[config.mk]
export PLATFORM = sky130hd
export DESIGN_NAME = tros_meas_sequencer
export DESIGN_NICKNAME = d
export VERILOG_FILES = /design/src/rtl/tros_meas_sequencer.sv
export SDC_FILE = /design/constraint.sdc
export NUM_CORES = 1
export LEC_CHECK = 0
export ABC_AREA = 1
export CELL_PAD_IN_SITES_DETAIL_PLACEMENT = 1
export CELL_PAD_IN_SITES_GLOBAL_PLACEMENT = 1
export CORE_MARGIN = 1.5
export CORE_UTILIZATION = 41
export CTS_CLUSTER_SIZE = 16
export DETAILED_ROUTE_END_ITERATION = 10
export PLACE_DENSITY = 0.84
export REMOVE_ABC_BUFFERS = 1
export SLEW_MARGIN = 10
export SYNTH_ARGS = -nofsm -noshare
export SYNTH_HDL_FRONTEND = slang
export SYNTH_SLANG_ARGS = --single-unit
export TNS_END_PERCENT = 1
[constraint.sdc]
create_clock -name clk -period 2.1 [get_ports clk]
set_input_delay 0.315 -clock clk [delete_from_list [all_inputs] [get_ports clk]]
set_output_delay 0.315 -clock clk [all_outputs]
set_load 0.01 [all_outputs]
[src/rtl/tros_meas_sequencer.sv]
// Measurement sequencer for the ring-oscillator frequency counters: clear, gate, settle, latch,
// then serialize {1010, select, count} MSB first, over one sweep or continuously.
module tros_meas_sequencer #(
   parameter int LENGTH      = 20,
   parameter int NUM_RO      = 3,
   parameter int GATE_LOG2   = 10,
   parameter int RST_CYCLES  = 2,
   parameter int SYNC_CYCLES = 4
) (
   input  logic              clk,
   input  logic              reset,
   input  logic              start,
   input  logic              continuous,
   input  logic [NUM_RO-1:0] ro_mask,
   input  logic [1:0]        gate_len_sel,
   input  logic [LENGTH-1:0] cycle_count,
   output logic              ctr_reset,
   output logic              gate,
   output logic              latch_counter,
   output logic [1:0]        counter_select,
   output logic              ser_data,
   output logic              ser_valid,
   output logic              frame_done,
   output logic              busy
);

   localparam int FRAME_W = LENGTH + 6;
   localparam int CW      = GATE_LOG2 + 7;

   typedef enum logic [2:0] {
      IDLE, CLEAR, GATE, SETTLE, LATCH, CAPTURE, SHIFT, NEXT
   } state_t;

   state_t             state;
   logic [CW-1:0]      cnt;
   logic [CW-1:0]      gate_last;
   logic [NUM_RO-1:0]  mask_q;
   logic [1:0]         gsel_q;
   logic [FRAME_W-1:0] shift_reg;
   logic [2:0]         first_pick;
   logic [2:0]         next_pick;

   // Returns {found, index}: lowest set bit, or lowest set bit above cur when from_start=0.
   function automatic logic [2:0] pick(input logic [NUM_RO-1:0] m, input logic [1:0] cur,
                                       input logic from_start);
      logic [2:0] r;
      r = '0;
      for (int i = NUM_RO - 1; i >= 0; i--)
         if (m[i] && (from_start || i > int'(cur))) r = {1'b1, 2'(i)};
      return r;
   endfunction

   always_comb begin
      gate_last  = (CW'(1) << (GATE_LOG2 + 2 * int'(gsel_q))) - CW'(1);
      first_pick = pick(ro_mask, 2'd0, 1'b1);
      next_pick  = pick(mask_q, counter_select, 1'b0);
   end

   assign busy     = (state != IDLE);
   assign ser_data = ser_valid & shift_reg[FRAME_W-1];

   // NOTE: every state register below uses non-blocking assignment so all of them update
   // together from the pre-edge values; blocking here would create ordering-dependent logic.
   always_ff @(posedge clk or posedge reset) begin
      if (reset) begin
         state          <= IDLE;
         cnt            <= '0;
         mask_q         <= '0;
         gsel_q         <= '0;
         shift_reg      <= '0;
         ctr_reset      <= 1'b0;
         gate           <= 1'b0;
         latch_counter  <= 1'b0;
         counter_select <= '0;
         ser_valid      <= 1'b0;
         frame_done     <= 1'b0;
      end else begin
         frame_done <= 1'b0;
         case (state)
            IDLE: begin
               if (start && first_pick[2]) begin
                  mask_q         <= ro_mask;
                  gsel_q         <= gate_len_sel;
                  counter_select <= first_pick[1:0];
                  cnt            <= '0;
                  state          <= CLEAR;
               end
            end
            CLEAR: begin
               if (cnt == CW'(RST_CYCLES)) begin
                  ctr_reset <= 1'b0;
                  gate      <= 1'b1;
                  cnt       <= '0;
                  state     <= GATE;
               end else begin
                  ctr_reset <= 1'b1;
                  cnt       <= cnt + CW'(1);
               end
            end
            GATE: begin
               if (cnt == gate_last) begin
                  gate  <= 1'b0;
                  cnt   <= '0;
                  state <= SETTLE;
               end else begin
                  cnt <= cnt + CW'(1);
               end
            end
            SETTLE: begin
               if (cnt == CW'(SYNC_CYCLES - 1)) begin
                  latch_counter <= 1'b1;
                  cnt           <= '0;
                  state         <= LATCH;
               end else begin
                  cnt <= cnt + CW'(1);
               end
            end
            LATCH: begin
               if (cnt == CW'(SYNC_CYCLES - 1)) begin
                  latch_counter <= 1'b0;
                  cnt           <= '0;
                  state         <= CAPTURE;
               end else begin
                  cnt <= cnt + CW'(1);
               end
            end
            CAPTURE: begin
               shift_reg <= {4'b1010, counter_select, cycle_count};
               ser_valid <= 1'b1;
               cnt       <= '0;
               state     <= SHIFT;
            end
            SHIFT: begin
               shift_reg <= {shift_reg[FRAME_W-2:0], 1'b0};
               if (cnt == CW'(FRAME_W - 1)) begin
                  ser_valid  <= 1'b0;
                  frame_done <= 1'b1;
                  state      <= NEXT;
               end else begin
                  cnt <= cnt + CW'(1);
               end
            end
            NEXT: begin
               cnt <= '0;
               if (next_pick[2]) begin
                  counter_select <= next_pick[1:0];
                  state          <= CLEAR;
               end else if (continuous && first_pick[2]) begin
                  mask_q         <= ro_mask;
                  gsel_q         <= gate_len_sel;
                  counter_select <= first_pick[1:0];
                  state          <= CLEAR;
               end else begin
                  state <= IDLE;
               end
            end
            default: state <= IDLE;
         endcase
      end
   end

endmodule

# --- Word level (Yosys, flattened, before mapping) ---
# Index checks and enable logic that the tools add are counted.
word_totals:
  ff_bits: 58
  out_inout_bits: 9
  elab_cells: 102
op_classes:
  magnitude_cmp: 2
  eq_ne: 21
  shift: 1
  n_reduce_logical: 19
  add_sub_neg: 3
  mux: 44
  bitwise_logic: 1
op_table:
  columns: ["operator", "n"]
  rows:
  - ["17-bit case mux with 6 select lines", 1]
  - ["17-bit two-way mux", 5]
  - ["26-bit case mux with 2 select lines", 1]
  - ["3-bit two-way mux", 14]
  - ["17-bit by 2-bit equality test with 1-bit output (second input constant)", 2]
  - ["3-bit case mux with 8 select lines", 1]
  - ["2-bit inequality test (second input constant)", 9]
  - ["17-bit by 1-bit adder with 17-bit output (second input constant)", 1]
  - ["17-bit equality test", 1]
  - ["17-bit by 5-bit equality test with 1-bit output (second input constant)", 1]
  - ["1-bit by 5-bit << shifter with 17-bit output (first input constant)", 1]
  - ["17-bit by 2-bit subtractor with 17-bit output (second input constant)", 1]
  - ["3-bit equality test (second input constant)", 4]
  - ["2-bit two-way mux", 6]
  - ["1-bit two-way mux", 10]
  - ["3-bit AND reduction", 3]
  - ["2-bit case mux with 2 select lines", 2]
  - ["2-bit nonzero test", 4]
  - ["3-bit by 2-bit equality test with 1-bit output (second input constant)", 2]
  - ["1-bit case mux with 2 select lines", 3]
  - ["3-bit case mux with 2 select lines", 1]
  - ["6-bit AND reduction", 1]
  - ["4-bit by 3-bit adder with 5-bit output (first input constant)", 1]
  - ["1-bit logical AND", 4]
  - ["10 further kinds", 12]

# --- Longest topological paths before layout ---
# Gate-level depths: netlist of the first run.
logic_depth:
  word_depth: 7
  mapped_depth: 15

# --- Least setup slack after synthesis of the first run ---
# OpenSTA, ideal clock, no wires.
synth_timing:
  path_type: "register to register"
  startpoint: "reg gsel_q[1]"
  endpoint: "reg cnt[10]"
  stages_incl_launch_ff: 14
  path_slack_ns: 0.316
  period_less_slack_ns: 1.784
  arrival_time_ns: 1.654
  setup_time_ns: 0.130
  required_time_ns: 1.970
  cell_sequence: "dfrtp_1 inv_1 nand2_1 ha_1 inv_1 nand2_1 nand2_1 nand2_1 nor2_1 nand3_1 nand2_1 nand2_2 nor3_4 nor2_1"
synth_between:
  elab_chain_cells: 6
synth_rtl:
  columns: ["item", "line", "rtl"]
  rows:
  - ["from (decl)", "38", "logic [1:0] gsel_q;"]
  - ["from (signal assigned)", "83", "gsel_q <= gate_len_sel;"]
  - ["from (signal assigned)", "150", "gsel_q <= gate_len_sel;"]
  - ["4-bit by 3-bit adder with 5-bit output", "54", "gate_last = (CW'(1) << (GATE_LOG2 + 2 * int'(gsel_q))) - CW'(1);"]
  - ["1-bit by 5-bit << shifter with 17-bit output", "54", null]
  - ["17-bit by 2-bit subtractor with 17-bit output", "54", null]
  - ["17-bit equality test", "101", "if (cnt == gate_last) begin"]
  - ["17-bit two-way mux", "101", null]
  - ["17-bit case mux with 6 select lines", "79", "case (state)"]
  - ["to (signal assigned)", "97", "cnt <= cnt + CW'(1);"]
  - ["to (signal assigned)", "106", "cnt <= cnt + CW'(1);"]
  - ["to (signal assigned)", "115", "cnt <= cnt + CW'(1);"]
  - ["to (decl)", "35", "logic [CW-1:0] cnt;"]
# Every way passes these cells.
# A chain may end at the register's enable or synchronous reset.

# --- Worst setup path in the final report of the first run ---
layout_timing:
  startpoint: "reg state[1]"
  endpoint: "out busy"
layout_between:
  elab_chain_cells: 1
layout_rtl:
  columns: ["item", "line", "rtl"]
  rows:
  - ["from (decl)", "34", "state_t state;"]
  - ["from (signal assigned)", "66", "state <= IDLE;"]
  - ["from (signal assigned)", "86", "state <= CLEAR;"]
  - ["from (signal assigned)", "94", "state <= GATE;"]
  - ["3-bit nonzero test", "59", "assign busy = (state != IDLE);"]
  - ["to (decl)", "24", "output logic busy"]
# Every way passes these cells.

==> insert_results.sql, run 1 <==
INSERT INTO impl_metrics (metric_group, metric, value, unit) VALUES
('outcome', 'run_status', 'completed', ''),
('cts', 'cts_made_buffers', '9', ''),
('timing', 'report.final.setup_viol', '0', ''),
('critical_path', 'worst_ep_required_time', '1780', 'ps'),
('timing', 'timing_worst_slew_pin_value', '437.6', 'ps'),
('place', 'post-place-cells', '623', ''),
('die', 'die_height', '93.45', 'microns'),
('timing', 'report.final.hold_viol_count', '0', ''),
('die', 'core', '7807', 'sq um'),
('global_routing', 'track_usage', '24.35', '%'),
('yosys', 'post_synth.cell_area_avg', '7.003', 'sq um'),
('yosys', 'synth_seq_area_share', '42.52', '%'),
('cts', 'cts-htree-levels', '3', ''),
('yosys', 'synth-edff-count', '0', ''),
('timing', 'timing.slew.headroom', '70.52', '%'),
('routing', 'route.final.wire_length', '9850', 'microns'),
('timing', 'skew', '13.34', 'ps'),
('critical_path', 'timing.setup.critical_path_class', 'reg -> out', ''),
('routing', 'wl_per_cell', '15.32', 'microns'),
('pwr', 'overall_power', '0.005068', 'W'),
('yosys', 'netlist_area', '3354', 'sq um'),
('pwr', 'power.leakage', '2.035', 'nW'),
('cts', 'clock-sinks', '57', ''),
('yosys', 'number_of_storage_elements_in_the_synthesis_netlist', '57', ''),
('die', 'die_w', '93.45', 'microns'),
('critical_path', 'r2r_setup_slack', '170', 'ps'),
('critical_path', 'endpoint_kind', 'primary output', ''),
('critical_path', 'worst_r2r_endpoint', 'state[0]', ''),
('global_routing', 'grt_busiest_layer', 'met2', ''),
('die', 'starting_utilization_of_the_core_area', '42.96', '%'),
('critical_path', 'critPathMaxFanout', '9', ''),
('yosys', 'ys_warn_count', '0', ''),
('global_routing', 'grt_pass1_wl', '16540', 'microns'),
('cts', 'worst_setup_hold_path_clk_slew', '80', 'ps'),
('global_routing', 'antenna_found_initial', '0', ''),
('yosys', 'synthCells', '479', ''),
('global_routing', 'grt.overflow.total', '0', ''),
('layout', 'antenna_cells', '0', ''),
('routing', 'first_iter_violations', '189', ''),
('place', 'placement.io_buffers', '37', ''),
('routing', 'drt_drc_violations_left', '0', ''),
('worst_hold_path', 'timing.hold.worst.class', 'in -> async', ''),
('run', 'max_cap_viol_count', '0', ''),
('cts', 'hold_buffers', '0', ''),
('pwr', 'power_per_cell_area', '1210', 'nW/um^2'),
('global_routing', 'grt_start_max_net_pins', '27', ''),
('routing', 'drt_pass_1_iters', '6', ''),
('layout', 'layout-drive-gt1-share', '11.46', '%'),
('die', 'core.rowCount', '32', ''),
('layout', 'fin_util', '53.64', '%'),
('pwr', 'vdd_ir_drop_max', '0.7280', 'mV'),
('critical_path', 'arrival_time_at_the_worst_endpoint', '1680', 'ps'),
('layout', 'largest_reg_flops', '26', ''),
('cts', 'clock_tree.buffer_depth', '2', ''),
('global_routing', 'gr-usage-met2', '42.21', '%'),
('place', 'place_hpwl', '7281', 'microns'),
('place', 'finalWeightedCongestion', '0.8453', ''),
('critical_path', 'cp-startpoint', 'state[1]', ''),
('routing', 'routed_via_density', '5.123', ''),
('layout', 'fin_cells', '643', ''),
('timing', 'fmaxAchievable', '500.3', 'MHz'),
('timing', 'timing.final.crit_share', '95.19', '%'),
('critical_path', 'rr_worst_depth', '14', ''),
('timing', 'period_needed', '1999', 'ps'),
('global_routing', 'grt_pass1_vias', '3419', ''),
('yosys', 'yosys_most_used_dff', 'dfrtp_1', ''),
('die', 'ioPinCount', '38', ''),
('routing', 'route.vias.total', '3294', ''),
('critical_path', 'r2r_start', 'gsel_q[1]', ''),
('yosys', 'synth_cell_types', '36', ''),
('timing', 'final_max_slew_viol_count', '0', ''),
('cts', 'cts_tree', 'yes', ''),
('cts', 'clk-insertion-delay-late', '340', 'ps'),
('layout', 'n_fill_cell', '1002', ''),
('critical_path', 'critical_path.startpoint_type', 'register', ''),
('routing', 'ant_nets', '0', ''),
('yosys', 'asyncSetResetFlopFracSynth', '100.0', '%'),
('global_routing', 'global_route.usage.met3', '4.228', '%'),
('timing', 'finalHoldWorstSlack', '267.0', 'ps'),
('layout', 'num-nets-final', '570', ''),
('die', 'die-area', '8733', 'sq um'),
('cts', 'clockRootBuffer', 'clkbuf_8', ''),
('layout', 'flow.area_growth_from_synthesis', '24.84', '%'),
('global_routing', 'globalRouteMet1Util', '31.11', '%');
[cell usage after synthesis (3+ instances only)]
cell / instances / area share [%]
ha_1: 5 / 1.9
a21oi_1: 4 / 0.60
inv_2: 5 / 0.56
inv_1: 50 / 5.6
o21ai_0: 18 / 2.7
nor2_2: 5 / 0.93
dfrtp_1: 57 / 43
nor2_1: 54 / 6.0
buf_2: 4 / 0.60
nand4_1: 8 / 1.5
nor3_1: 4 / 0.60
xor2_1: 4 / 1.0
nand2_1: 182 / 20
nand3_1: 49 / 7.3
nand2_2: 3 / 0.56
clkbuf_1: 4 / 0.45
[how the worst max path moves through the flow]
stage,endpoint,slack [ps],cells after the start
global route,state[1],-40,15
detailed placement,cnt[12],120,14
global placement,cnt[5],210,14
floorplan,shift_reg[0],200,6
CTS,busy,50,3
finish,busy,100,3
[per-layer routing]
metal  vias up  wire [microns]  share of wire [%]
li1       1619               -                  -
met1      1611            4460                 45
met2        52            5035                 51
met3        12             235                2.4
met4         0             118                1.2
met5         -               0                  0
[cell families (layout without fill, tap and decap cells)]
logic type | after synthesis | count (layout) | share of synthesized area, %
compound gates | 33 | 33 | 5.968
xor+xnor | 5 | 5 | 1.305
fa+ha+maj | 5 | 5 | 1.865
buf+inv | 65 | 127 | 7.721
flops | 57 | 57 | 42.52
simple gates | 314 | 314 | 40.62
[cell usage in the layout (no fill, tap or decap), types with 5 or more instances in the layout]
master	instances
buf_4	15
dfrtp_1	56
nor2_1	53
clkbuf_8	10
nand3_1	49
ha_1	5
nor2_2	5
inv_1	48
inv_2	7
nand2_1	179
nand4_1	8
clkdlybuf4s50_1	37
nand2_2	5
o21ai_0	18
[stage by stage]
step	setup slack [ps]	TNS (ps)	area, sq um
global route	-42.43	-166.0	4188
floorplan	204.9	0	3308
finish	101.0	0	4188
detailed placement	115.3	0	3936
global placement	205.9	0	3936
CTS	46.67	0	4135
[layout make-up]
cell class / instances / area [sq um] / share of cell area, %
sequential: 57 / 1428 / 34.09
clock buffer: 11 / 141.4 / 3.376
clock inverter: 5 / 55.05 / 1.315
timing repair buffer: 55 / 534.3 / 12.76
tap: 102 / 127.6 / 3.047
multi-input combinational: 357 / 1689 / 40.33
inverter: 56 / 212.7 / 5.079
[where the power goes]
part | total, W | internal, W | switching [W]
Clock | 0.00106 | 0.000577 | 0.000486
Combinational | 0.00223 | 0.000861 | 0.00137
Sequential | 0.00178 | 0.00148 | 0.000299
Total | 0.00507 | 0.00292 | 0.00215
[worst max-delay path: stages (launching register included)]
cell             delay, ps
dfrtp_1                610
nor2_4                  80
nand2_1                110
clkdlybuf4s50_1        540
[repair_timing]
action,4_1_cts,5_1_grt
endpoints found under the setup margin,1,18
pin swaps,0,1
setup buffers,0,4
gates resized for setup,1,8
cloned,0,0
(Power assumes the default switching activity.)
==> run 2: changes to the inputs <==
Settings changed: CAP_MARGIN set to 30, GPL_ROUTABILITY_DRIVEN set to 1.
==> results of run 2 <==
No change in the layout: final DEF, timing and power equal those of run 1.
